## src/rtl/t_switch_out_arbiter.sv

```systemverilog
// t_switch_out_arbiter
// Credit-aware round-robin arbiter for one T-switch output link.
// Grants at most one requester per cycle among those whose target VC has
// downstream credit, and tracks one credit counter per VC.
// Optional feature macro: T_SWITCH_ARB_CREDIT_CHECK_EN (sticky overflow flag
// plus simulation assertions). Default build ties cred_err to 0.
module t_switch_out_arbiter #(
  parameter  int NUM_REQ       = 2,
  parameter  int VC_W          = 1,
  parameter  int VC_FIFO_DEPTH = 4,
  localparam int CRED_W        = $clog2(VC_FIFO_DEPTH),
  localparam int NUM_VC        = 2**VC_W,
  localparam int SEL_W         = $clog2(NUM_REQ)
) (
  input  logic                     clk,
  input  logic                     rst,
  input  logic [NUM_REQ-1:0]       req_valid,
  input  logic [NUM_REQ*VC_W-1:0]  req_vc,
  output logic [NUM_REQ-1:0]       grant,
  output logic                     out_valid,
  output logic [SEL_W-1:0]         out_sel,
  output logic [VC_W-1:0]          out_vc,
  input  logic                     cred_ret_valid,
  input  logic [VC_W-1:0]          cred_ret_vc,
  output logic [NUM_VC*CRED_W-1:0] cred_avail,
  output logic                     cred_err
);

  localparam logic [CRED_W-1:0] CRED_MAX = CRED_W'(VC_FIFO_DEPTH-1);

  logic [CRED_W-1:0] cred_q [NUM_VC];
  logic [CRED_W-1:0] cred_d [NUM_VC];
  logic [SEL_W-1:0]  rr_q, rr_d;
  logic [NUM_REQ-1:0] elig;
  logic [NUM_VC-1:0]  inc_v, dec_v;
  logic               found;
  int                 idx;

  // Requester is eligible when valid and its target VC holds credit
  always_comb begin
    elig = '0;
    for (int i = 0; i < NUM_REQ; i++) begin
      elig[i] = req_valid[i] && (cred_q[req_vc[i*VC_W +: VC_W]] != '0);
    end
  end

  // Round-robin search starting at rr_q; outputs forced idle during reset
  always_comb begin
    grant   = '0;
    out_sel = '0;
    out_vc  = '0;
    found   = 1'b0;
    idx     = 0;
    if (!rst) begin
      for (int k = 0; k < NUM_REQ; k++) begin
        idx = int'(rr_q) + k;
        if (idx >= NUM_REQ) idx = idx - NUM_REQ;
        if (!found && elig[idx]) begin
          found      = 1'b1;
          grant[idx] = 1'b1;
          out_sel    = SEL_W'(idx);
          out_vc     = req_vc[idx*VC_W +: VC_W];
        end
      end
    end
  end

  assign out_valid = found;

  // Per-VC return/consume strobes
  always_comb begin
    inc_v = '0;
    dec_v = '0;
    for (int v = 0; v < NUM_VC; v++) begin
      inc_v[v] = cred_ret_valid && (cred_ret_vc == VC_W'(v));
      dec_v[v] = out_valid && (out_vc == VC_W'(v));
    end
  end

  // Next credit counts: return and consume on the same VC cancel; saturate at max
  always_comb begin
    for (int v = 0; v < NUM_VC; v++) begin
      cred_d[v] = cred_q[v];
      if (inc_v[v] && !dec_v[v] && (cred_q[v] != CRED_MAX))
        cred_d[v] = cred_q[v] + CRED_W'(1);
      else if (dec_v[v] && !inc_v[v])
        cred_d[v] = cred_q[v] - CRED_W'(1);
    end
  end

  // Priority moves to the requester after the winner; holds when idle
  always_comb begin
    rr_d = rr_q;
    if (out_valid)
      rr_d = (out_sel == SEL_W'(NUM_REQ-1)) ? '0 : out_sel + SEL_W'(1);
  end

  // Credit and priority state
  always_ff @(posedge clk) begin
    if (rst) begin
      for (int v = 0; v < NUM_VC; v++) cred_q[v] <= CRED_MAX;
      rr_q <= '0;
    end else begin
      for (int v = 0; v < NUM_VC; v++) cred_q[v] <= cred_d[v];
      rr_q <= rr_d;
    end
  end

  // Flatten the credit counters for observation
  always_comb begin
    cred_avail = '0;
    for (int v = 0; v < NUM_VC; v++) cred_avail[v*CRED_W +: CRED_W] = cred_q[v];
  end

`ifdef T_SWITCH_ARB_CREDIT_CHECK_EN
  logic ovf;
  logic err_q;

  assign ovf = !rst && cred_ret_valid && (cred_q[cred_ret_vc] == CRED_MAX) &&
               !(out_valid && (out_vc == cred_ret_vc));

  // Sticky overflow flag, cleared only by reset
  always_ff @(posedge clk) begin
    if (rst)      err_q <= 1'b0;
    else if (ovf) err_q <= 1'b1;
  end

  assign cred_err = err_q;

  // Simulation checks: no credit overflow, grant one-hot or zero
  always @(posedge clk) begin
    if (!rst) begin
      assert (!ovf) else $error("credit overflow on vc %0d", cred_ret_vc);
      assert ($onehot0(grant)) else $error("grant not one-hot: %b", grant);
    end
  end
`else
  assign cred_err = 1'b0;
`endif

endmodule

```

## config.mk

```make
export PLATFORM = sky130hd
export DESIGN_NAME = t_switch_out_arbiter
export DESIGN_NICKNAME = d
export VERILOG_FILES = /design/src/rtl/t_switch_out_arbiter.sv
export SDC_FILE = /design/constraint.sdc
export NUM_CORES = 1
export LEC_CHECK = 0
export BUFFER_PORTS_ARGS = -buffer_cell sky130_fd_sc_hd__clkbuf_2
export CORE_AREA = 2 2 39 41
export CTS_CLUSTER_DIAMETER = 50
export DETAILED_ROUTE_END_ITERATION = 10
export DIE_AREA = 0 0 41 43
export GPL_ROUTABILITY_DRIVEN = 0
export HOLD_SLACK_MARGIN = 0.03
export PLACE_DENSITY_LB_ADDON = 0.25
export SLEW_MARGIN = 20
export SYNTH_ARGS = -nofsm -noshare
export SYNTH_HDL_FRONTEND = slang
export SYNTH_SLANG_ARGS = --single-unit
```

## constraint.sdc

```tcl
create_clock -name clk -period 2.6 [get_ports clk]
set_clock_uncertainty 0.2 [all_clocks]
set_input_delay 0 -clock clk [delete_from_list [all_inputs] [get_ports clk]]
set_output_delay 0 -clock clk [all_outputs]
set_load 0.01 [all_outputs]
```

==> After elaboration in Yosys (flattened, before gate mapping) <==
Memory sizes are Yosys's and may differ from the RTL's.
Cells that the tools add are included.
{ "word_totals": {"ff_bits": 1, "latch_bits": 0, "ram_bits": 4, "mem_bits_ro": 0, "input_bits": 8, "out_inout_bits": 10, "elab_cells": 85, "n_memories": 1} }
{ "classes": {"add_sub_neg": 8, "mul": 0, "div": 0, "order_cmp": 6, "n_eq_ne": 2, "shift": 2, "mux": 38, "n_bitwise": 5, "n_reduce_logical": 22} }
{ "mem_list": {"columns": ["name", "depth", "word_bits", "rd", "rd_ports_with_merged_regs", "wr", "line_no", "rtl"], "rows": [
  ["cred_q", 2, 2, 4, 0, 2, "31", "logic [CRED_W-1:0] cred_q [NUM_VC];"]
]} }
{ "ops": {"columns": ["operator", "count"], "rows": [
  ["$mux 32", 4],
  ["$ge 32x1->1 const B", 2],
  ["$lt 32x3->1 const B", 2],
  ["$shiftx 2x32->1", 2],
  ["$mux 1", 22],
  ["$mux 2", 10],
  ["$logic_and 1x1->1", 15],
  ["$logic_not 1->1", 5],
  ["$add 2x1->2 const B", 2],
  ["$ne 2x2->1 const B", 2],
  ["$reduce_bool 2->1", 2],
  ["$sub 2x1->2 const B", 2],
  ["$sub 1x2->3 const B", 1],
  ["$sub 2x2->3 const B", 1],
  ["$add 1x1->2 const B", 1],
  ["$demux 1 s1", 2],
  ["$ge 1x2->1 const B", 1],
  ["$ge 2x2->1 const B", 1],
  ["$not 1->1", 2],
  ["$or 1x1->1", 2],
  ["$or 2x2->2", 1],
  ["$add 1x1->1 const B", 1]
]} }

==> Logic depth before layout (Yosys ltp) <==
Gate-level depths: netlist (run 1).
{ "depth": {"ltp_word": 19, "depth_mapped": 5, "depth_no_buf": 5} }

==> Worst setup path after synthesis (run 1) <==
OpenSTA, ideal clock, no wires.
{ "synth_timing": {"path_kind": "reg-to-reg", "from": "register rr_q", "to": "memory cred_q[1][0] in the netlist's numbering", "setup_time_ns": 0.116, "arrival_time_ns": 1.398, "required_ns": 2.284, "slack_ns": 0.885, "path_stages_with_launch": 6, "n_path_buf": 0, "period_less_slack_ns": 1.715, "path_cell_list": "dfxtp_1 inv_2 mux2i_1 o21ai_2 or4b_1 a41o_1"} }
{ "synth_lines": {"columns": ["element", "line_no", "rtl"], "rows": [
  ["start: declaration", "33", "logic [SEL_W-1:0] rr_q, rr_d;"],
  ["start signal: assignment", "105", "rr_q <= rr_d;"],
  ["end: declaration", "31", null]
]} }

==> results of run 1 <==
report_power, final:
group | switching (mW) | total, mW | internal (mW)
Clock | 0.0356 | 0.0939 | 0.0583
Sequential | 0.0111 | 0.0948 | 0.0837
Combinational | 0.0379 | 0.0719 | 0.0340
Total | 0.0846 | 0.261 | 0.176
registers in the layout, indices dropped and copies added, names as in the netlist:
| signal | flops |
|---|---|
| cred_q | 4 |
| rr_q | 1 |
synth_stat cells:
cell,count
sky130_fd_sc_hd__a211oi_1,1
sky130_fd_sc_hd__a21oi_1,3
sky130_fd_sc_hd__a22o_1,1
sky130_fd_sc_hd__a22oi_1,1
sky130_fd_sc_hd__a311oi_1,1
sky130_fd_sc_hd__a31oi_1,1
sky130_fd_sc_hd__a41o_1,1
sky130_fd_sc_hd__and2_1,1
sky130_fd_sc_hd__buf_4,1
sky130_fd_sc_hd__clkbuf_1,1
sky130_fd_sc_hd__conb_1,1
sky130_fd_sc_hd__dfxtp_1,5
sky130_fd_sc_hd__inv_1,1
sky130_fd_sc_hd__inv_2,1
sky130_fd_sc_hd__mux2i_1,2
sky130_fd_sc_hd__nand2_1,6
sky130_fd_sc_hd__nand3_1,1
sky130_fd_sc_hd__nand3b_1,1
sky130_fd_sc_hd__nor2_1,6
sky130_fd_sc_hd__nor2b_1,3
sky130_fd_sc_hd__nor3_1,6
sky130_fd_sc_hd__nor3b_1,1
sky130_fd_sc_hd__nor4b_1,1
sky130_fd_sc_hd__o21ai_1,1
sky130_fd_sc_hd__o21ai_2,1
sky130_fd_sc_hd__o22ai_1,1
sky130_fd_sc_hd__o311ai_1,2
sky130_fd_sc_hd__o32ai_1,1
sky130_fd_sc_hd__or3_1,2
sky130_fd_sc_hd__or4b_1,1
cell type report:
class,count,area share
clock buffers,4,0.0462
well taps,16,0.0352
multi-input cells,47,0.501
flip-flops and latches,5,0.176
repair buffers,21,0.229
inverters,2,0.0132
worst max-delay path: cells and delay by family (launching register included):
kind / cells / cell delay, ns
simple gates: 1 / 0.12
compound gates: 2 / 0.74
flops: 1 / 0.38
buf+inv: 1 / 0.58
layout by cell type, fill, tap and decap left out, types with 2 or more instances in the layout:
cell type                        n
sky130_fd_sc_hd__o311ai_1        2
sky130_fd_sc_hd__nor2_1          6
sky130_fd_sc_hd__mux2i_1         2
sky130_fd_sc_hd__dlygate4sd3_1   5
sky130_fd_sc_hd__nor2b_1         3
sky130_fd_sc_hd__dfxtp_1         5
sky130_fd_sc_hd__nor3_1          6
sky130_fd_sc_hd__a21oi_1         3
sky130_fd_sc_hd__or3_1           2
sky130_fd_sc_hd__clkbuf_2       16
sky130_fd_sc_hd__nand2_1         6
sky130_fd_sc_hd__clkbuf_4        3
worst max path at each step:
stage,from,to,slack (ns),cells past startpoint
global placement,rr_q,cred_q[1][0],0.84,5
detailed placement,rr_q,cred_q[1][0],0.83,5
finish,cred_q[0][1],rr_q,0.54,4
global route,cred_q[1][0],rr_q,0.41,6
floorplan,rr_q,cred_q[1][0],0.89,5
CTS,cred_q[0][1],rr_q,0.56,4
layer usage:
| layer | vias to the layer above | GRT usage |
|---|---|---|
| met3 | 2 | 0.0524 |
| li1 | 256 | - |
| met5 | - | 0 |
| met2 | 20 | 0.203 |
| met1 | 249 | 0.172 |
| met4 | 0 | 0.140 |
through the flow:
step	total power, mW	util
after CTS	0.264	0.411
after global routing	0.281	0.411
after global placement	0.162	0.356
final	0.261	0.411
after floorplan	0.137	-
after detailed placement	0.162	0.356
what timing repair did:
item | CTS | global route
hold endpoints to repair | 5 | 0
buffers inserted | 0 | 0
hold buffers | 5 | 0
kinds of logic after synthesis:
| kind of cell | Yosys count |
|---|---|
| compound gates | 15 |
| buf+inv | 4 |
| flops | 5 |
| mux | 2 |
| other cells | 1 |
| simple gates | 29 |
==> impl_metrics.toml, run 1 <==
[floorplan]
initial_util = 0.292
rows = 14
core_area_um2 = 1380
die_area_um2 = 1760
fp.dieH_um = 43
die_w_um = 41
io_pins = 18

[cells_and_area]
final_cell_area_um2 = 569
final-instance-count-excl-fill = 95
finalNetCount = 88
total_area_of_multi_input_combinational_cells_um2 = 285
antenna_cells_inserted = 0
final.fill_count = 157
ff_latch_area_um2 = 100
area_growth_from_synthesis_to_layout_pct = 40.9
drive_above_1_share = 0.266

[global_routing]
gr-usage-all-layers = 0.150
first_global_vias = 428
grt_antenna_before_repair = 0
gr-total-overflow = 0
grt_start_max_net_pins = 15
wire_length_of_the_first_global_routing_pass_um = 1710

[sta]
final_worst_hold_slack_ns = 0.177
timing.setup.tns_ns = 0
finalWorstSetupSlack_ns = 0.539
finalCriticalPeriod_ns = 2.06
slew_of_the_pin_with_the_lowest_slew_margin_ns = 0.515
timing.max_slew.rel_slack = 0.651
final_max_slew_viol_count = 0
maxClockFrequency_ghz = 0.485
report.final.hold_viol_count = 0
finalCritPeriodShare = 0.793
grt_setup_unrepaired = "false"
finalSetupViolCount = 0

[setup_path]
critPathLaunchType = "register"
rrSetupSlack_ns = 0.54
worstReg2RegStart = "cred_q[0][1]"
critPathMaxFanout = 8
timing.critical_path.to_type = "register"
cp_data_required_time_ns = 2.59
worstRegToRegCells = 4
timing.critical_path.cells = "o311ai_1, nor2_1, a211oi_1, dlygate4sd3_1"
worst_ep_arrival_time_ns = 2.05
slowest_stage = "sky130_fd_sc_hd__dlygate4sd3_1"
rr_endpoint = "rr_q"
critical-path-max-stage-delay_ns = 0.58
worst-setup-path-type = "register to register"

[synthesis]
synth_adder_area_share = 0
muxShareOfSynthArea = 0.0495
synthesis.yosys.warnings = 0
synth_area_um2 = 404
synth_top_family_by_area = "simple AND/OR/NAND/NOR gates"
synth_simple_gate_area_share = 0.375
mapped_nets = 64
synthDistinctLibCells = 30
post_synth.cell_area_avg_um2 = 7.22
post_synth_main_area_contributors = "sky130_fd_sc_hd__dfxtp_1 25%, sky130_fd_sc_hd__nor3_1 7.4%, sky130_fd_sc_hd__nand2_1 5.6%"
synth_area_in_compound_gates = 0.272
post_synth_inst_count = 56
yosys_top_cell_by_area = "sky130_fd_sc_hd__dfxtp_1"
yosys.area_share.xor_xnor = 0
synth_top_area_frac = 0.248
synth_sequential_area_ratio = 0.248
synth.ff_latch_count = 5

[cts]
ctsResizeCount = 0
clockRootBuffer = "sky130_fd_sc_hd__clkbuf_4"
number_of_buffers_inserted_during_clock_tree_synthesis = 3
clock_path_buffers = 2
htreeDepth = 1
cts.reportedPaths.clkPinSlew_ns = 0.05
tritoncts = "yes"
tritoncts_num_sinks = 5
worst_skew_late_latency_ns = 0.25

[pwr]
cellPowerDensity_nw_per_um2 = 458
leakagePower_nw = 0.243
irDropWorstVdd_mv = 0.183

[routing]
routedWlPerCell_um = 11.0
wirelength_met1_um = 454
final_antenna_net_count = 0
drc_errors = 0
vias = 527
routed-wl-met2_um = 498
dr_wl_met3_um = 76
routed.top_layer = "met4"
dr_pass1_iterations = 4
drtIter0Drc = 8
routed_wirelength_um = 1050
post_drt_via_cell_ratio = 5.55

[flow_run]
cap_violations = 0

[hold_path]
hold_path_startpoint = "req_valid[1]"
min_to = "cred_q[1][1]"
whs_path_depth = 5
hold_class = "input pin to register"

[placement]
number_of_port_buffers = 16
placed_cells = 86
hpwl_um = 757
detailedPlace.worstSlack_ns = 0.829
postPlaceCellArea_um2 = 493

[run_status]
run_status = "finished clean"
Note: power is estimated with default switching activity, not from simulation.
==> run 2, diff against run 1 <==
Clock period 2.6 ns to 2.2 ns, I/O delays scaled along.
==> impl_metrics.toml, run 2 (synthesis results as in run 1) <==
[sta]
finalSetupViolCount = 0
final_max_slew_viol_count = 0
report.final.hold_viol_count = 0
slew_of_the_pin_with_the_lowest_slew_margin_ns = 0.521
finalCriticalPeriod_ns = 2.07
finalCritPeriodShare = 0.941
maxClockFrequency_ghz = 0.483
final_worst_hold_slack_ns = 0.175
grt_setup_unrepaired = "false"
finalWorstSetupSlack_ns = 0.130
timing.setup.tns_ns = 0
timing.max_slew.rel_slack = 0.647

[cells_and_area]
area_growth_from_synthesis_to_layout_pct = 40.9
drive_above_1_share = 0.266
layout_common_cells = "16 x sky130_fd_sc_hd__clkbuf_2, 6 x sky130_fd_sc_hd__nor2_1, 6 x sky130_fd_sc_hd__nand2_1, 6 x sky130_fd_sc_hd__nor3_1"
mostFrequentLayoutCell = "sky130_fd_sc_hd__clkbuf_2"
final-instance-count-excl-fill = 95
final_cell_area_um2 = 569
largest_register_ffs = 4
antenna_cells_inserted = 0
finalNetCount = 88
final.fill_count = 152
largest-register = "cred_q"
biggestRegsByFlops = "cred_q: 4 flops, rr_q: 1 flops"
finalCoreUtilization = 0.411

[cts]
tritoncts_num_sinks = 5
htreeDepth = 1
number_of_buffers_inserted_during_clock_tree_synthesis = 3
worst_skew_late_latency_ns = 0.25
cts.reportedPaths.clkPinSlew_ns = 0.05
tritoncts = "yes"
ctsResizeCount = 0
clock_path_buffers = 2
clockRootBuffer = "sky130_fd_sc_hd__clkbuf_4"

[routing]
dr_pass1_iterations = 4
vias = 518
final_antenna_net_count = 0
drc_errors = 0
post_drt_via_cell_ratio = 5.45
routedWlPerCell_um = 10.9
drtIter0Drc = 18
routed_wirelength_um = 1030

[placement]
placed_cells = 86
postPlaceCellArea_um2 = 493
number_of_port_buffers = 16
detailedPlace.worstSlack_ns = 0.430
hpwl_um = 755

[floorplan]
fp.dieH_um = 43
die_w_um = 41
initial_util = 0.292
die_area_um2 = 1760
core_area_um2 = 1380
io_pins = 18
rows = 14

[setup_path]
critical_path.n_buffers_inverters = 1
timing.critical_path.to_type = "register"
critPathLaunchType = "register"
critical-path-top-delay-family = "compound AO/OA/AOI/OAI gates"
timing.critical_path.cells = "o311ai_1, nor2_1, a211oi_1, dlygate4sd3_1"
worst_ep_arrival_time_ns = 2.06
worst-setup-path-type = "register to register"
critPathMaxFanout = 8
slowest_stage = "sky130_fd_sc_hd__dlygate4sd3_1"
critical-path-max-stage-delay_ns = 0.58
cp_data_required_time_ns = 2.19

[global_routing]
grt_antenna_before_repair = 0
gr-total-overflow = 0
gr-usage-all-layers = 0.141
grt_start_max_net_pins = 15
first_global_vias = 399
wire_length_of_the_first_global_routing_pass_um = 1630

[pwr]
leakagePower_nw = 0.243
cellPowerDensity_nw_per_um2 = 542
design_power_total_mw = 0.308
irDropWorstVdd_mv = 0.347

[hold_path]
hold_class = "input pin to register"

[flow_run]
cap_violations = 0

[run_status]
run_status = "finished clean"
==> run 2: cell counts in the layout (fill, tap and decap cells not counted) <==
No cell type changed its count.
==> run 2: path summary, 6_finish.rpt <==
check          startpoint           end  slack [ns]  cells past startpoint
max          cred_q[0][1]          rr_q        0.13                      4
min          req_valid[1]  cred_q[0][0]        0.18                      5
max reg2reg  cred_q[0][1]          rr_q        0.13                      4
min reg2reg  cred_q[0][1]  cred_q[0][1]        0.38                      2
==> run 2: layout make-up <==
cell class / count / area, um^2 / area share
clock buffers: 4 / 26.3 / 0.0462
inverters: 2 / 7.51 / 0.0132
multi-input cells: 47 / 285 / 0.501
flip-flops and latches: 5 / 100 / 0.176
well taps: 16 / 20.0 / 0.0352
repair buffers: 21 / 130 / 0.229
==> run 2: routing by layer <==
layer	GRT usage	up-vias	share of wire
met5	0	-	0
met3	0.0628	2	0.11
met1	0.159	228	0.42
met2	0.200	32	0.45
met4	0.100	0	0.016
li1	-	256	-
==> run 2: power breakdown <==
part           switching (mW)  leakage, nW  internal [mW]
registers              0.0131       0.0412         0.0989
logic                  0.0446        0.187         0.0402
clock network          0.0427       0.0150         0.0689
total                   0.100        0.243          0.208
==> run 2: what timing repair did <==
| action | 4_1_cts | 5_1_grt |
|---|---|---|
| hold endpoints to repair | 5 | 0 |
| hold buffers | 5 | 0 |
| setup endpoints to repair | 0 | 0 |
| setup buffers | 0 | 0 |
==> run 2: worst register-to-register path: cells and delay by family, from the launching register on <==
| family | cells | cell delay [ns] |
|---|---|---|
| AO/OA/AOI/OAI | 2 | 0.74 |
| buffers and inverters | 1 | 0.58 |
| flip-flops | 1 | 0.38 |
| AND/OR/NAND/NOR | 1 | 0.12 |
==> run 3, diff against run 2 <==
--- a/config.mk
+++ b/config.mk
@@ -8,9 +8,10 @@
 export BUFFER_PORTS_ARGS = -buffer_cell sky130_fd_sc_hd__clkbuf_2
 export CORE_AREA = 2 2 39 41
+export CTS_BUF_LIST = sky130_fd_sc_hd__clkbuf_4
 export CTS_CLUSTER_DIAMETER = 50
 export DETAILED_ROUTE_END_ITERATION = 10
 export DIE_AREA = 0 0 41 43
 export GPL_ROUTABILITY_DRIVEN = 0
-export HOLD_SLACK_MARGIN = 0.03
+export HOLD_SLACK_MARGIN = 0.02
 export PLACE_DENSITY_LB_ADDON = 0.25
 export SLEW_MARGIN = 20
==> constraint.sdc (replaced) <==
create_clock -name clk -period 2.2 [get_ports clk]
set_clock_uncertainty 0.2 [all_clocks]
set_input_delay 0 -clock clk [delete_from_list [all_inputs] [get_ports clk]]
set_output_delay 0 -clock clk [all_outputs]
set_load 0.005 [all_outputs]
==> impl_metrics.toml, run 3 (synthesis results as in run 1) <==
[setup_path]
cp_data_required_time_ns = 2.19
worst-setup-path-type = "register to register"
critPathLaunchType = "register"
worstRegToRegCells = 4
critPathMaxFanout = 7
timing.critical_path.to_type = "register"
worst_ep_arrival_time_ns = 2.06

[sta]
finalCritPeriodShare = 0.941
finalCriticalPeriod_ns = 2.07
slew_of_the_pin_with_the_lowest_slew_margin_ns = 0.521
finalSetupViolCount = 0
grt_setup_unrepaired = "false"
report.final.hold_viol_count = 0
timing.max_slew.rel_slack = 0.647
timing.setup.tns_ns = 0
final_max_slew_viol_count = 0
maxClockFrequency_ghz = 0.483

[cells_and_area]
largest_register_ffs = 4
final.fill_count = 152
drive_above_1_share = 0.278
biggestRegsByFlops = "cred_q: 4 flops, rr_q: 1 flops"
largest-register = "cred_q"
mostFrequentLayoutCell = "sky130_fd_sc_hd__clkbuf_2"
final_cell_area_um2 = 573
final-instance-count-excl-fill = 95
finalNetCount = 88
layout_common_cells = "16 x sky130_fd_sc_hd__clkbuf_2, 6 x sky130_fd_sc_hd__nor2_1, 6 x sky130_fd_sc_hd__nand2_1, 6 x sky130_fd_sc_hd__nor3_1"
area_growth_from_synthesis_to_layout_pct = 41.8
antenna_cells_inserted = 0

[cts]
clock_path_buffers = 2
tritoncts = "yes"
cts_setup_buffers = 0
clockRootBuffer = "sky130_fd_sc_hd__clkbuf_4"
cts.reportedPaths.clkPinSlew_ns = 0.05
holdBufCountCts = 5
tritoncts_num_sinks = 5
worst_skew_late_latency_ns = 0.25
number_of_buffers_inserted_during_clock_tree_synthesis = 3
ctsResizeCount = 0
htreeDepth = 1

[placement]
postPlaceCellArea_um2 = 493
hpwl_um = 755
number_of_port_buffers = 16
placed_cells = 86

[run_status]
run_status = "finished clean"

[routing]
post_drt_via_cell_ratio = 5.40
drtIter0Drc = 18
routedWlPerCell_um = 11.0
dr_pass1_iterations = 4
final_antenna_net_count = 0
vias = 513
drc_errors = 0
routed_wirelength_um = 1050

[global_routing]
wire_length_of_the_first_global_routing_pass_um = 1630
grt_antenna_before_repair = 0
first_global_vias = 400
gr-usage-all-layers = 0.141
grt_start_max_net_pins = 15
gr-total-overflow = 0

[pwr]
share_seq_of_total_power = 0.355
design_power_total_mw = 0.316
net-switching-power_mw = 0.0959
p_sw_frac = 0.304
irDropWorstVdd_mv = 0.347
cellPowerDensity_nw_per_um2 = 551
cell_internal_pwr_mw = 0.220
leakagePower_nw = 0.247
power.clock.fraction = 0.392
comb_power_share = 0.252

[floorplan]
rows = 14
die_area_um2 = 1760
initial_util = 0.292
die_w_um = 41
core_area_um2 = 1380
fp.dieH_um = 43
io_pins = 18

[hold_path]
whs_path_depth = 5
hold_class = "input pin to register"

[flow_run]
cap_violations = 0
==> run 3: cell counts in the layout (fill, tap and decap cells not counted) <==
No cell type changed its count.
==> run 3: per-stage QoR <==
stage          hold WS (ns)  utilization  setup WS, ns
2_1_floorplan       -0.0251            -         0.485
3_3_place_gp          0.156        0.356         0.444
3_5_place_dp          0.177        0.356         0.430
4_1_cts               0.173        0.414         0.155
5_1_grt               0.223        0.414        0.0188
6_report              0.175        0.414         0.129
==> run 3: worst paths after layout <==
check / from / endpoint / slack, ns
max: cred_q[0][0] / rr_q / 0.13
min: req_valid[1] / cred_q[0][0] / 0.18
max reg2reg: cred_q[0][0] / rr_q / 0.13
min reg2reg: cred_q[0][1] / cred_q[0][1] / 0.38
==> run 3: final cells by class <==
type,count,area [um^2],area share
repair buffers,21,130,0.227
clock buffers,4,30.0,0.0524
inverters,2,7.51,0.0131
well taps,16,20.0,0.0349
flip-flops and latches,5,100,0.175
multi-input cells,47,285,0.498
==> run 3: layer usage <==
metal / track usage / vias to the layer above / wire (um)
met5: 0 / - / 0
met4: 0.100 / 0 / 17
met3: 0.0628 / 2 / 107
met2: 0.200 / 29 / 463
met1: 0.159 / 225 / 460
li1: - / 257 / -
==> run 3: worst max-delay path, stage by stage (launching register included) <==
cell,delay [ns]
sky130_fd_sc_hd__dfxtp_1,0.37
sky130_fd_sc_hd__o311ai_1,0.53
sky130_fd_sc_hd__nor2_1,0.12
sky130_fd_sc_hd__a211oi_1,0.22
sky130_fd_sc_hd__dlygate4sd3_1,0.58
==> run 3: power groups by stage <==
stage	combinational, mW	sequential (mW)	clock, mW
3_3_place_gp	0.0722	0.114	0
5_1_grt	0.0905	0.114	0.134
6_report	0.0798	0.112	0.124
4_1_cts	0.0800	0.112	0.130
2_1_floorplan	0.0455	0.111	0
3_5_place_dp	0.0728	0.113	0
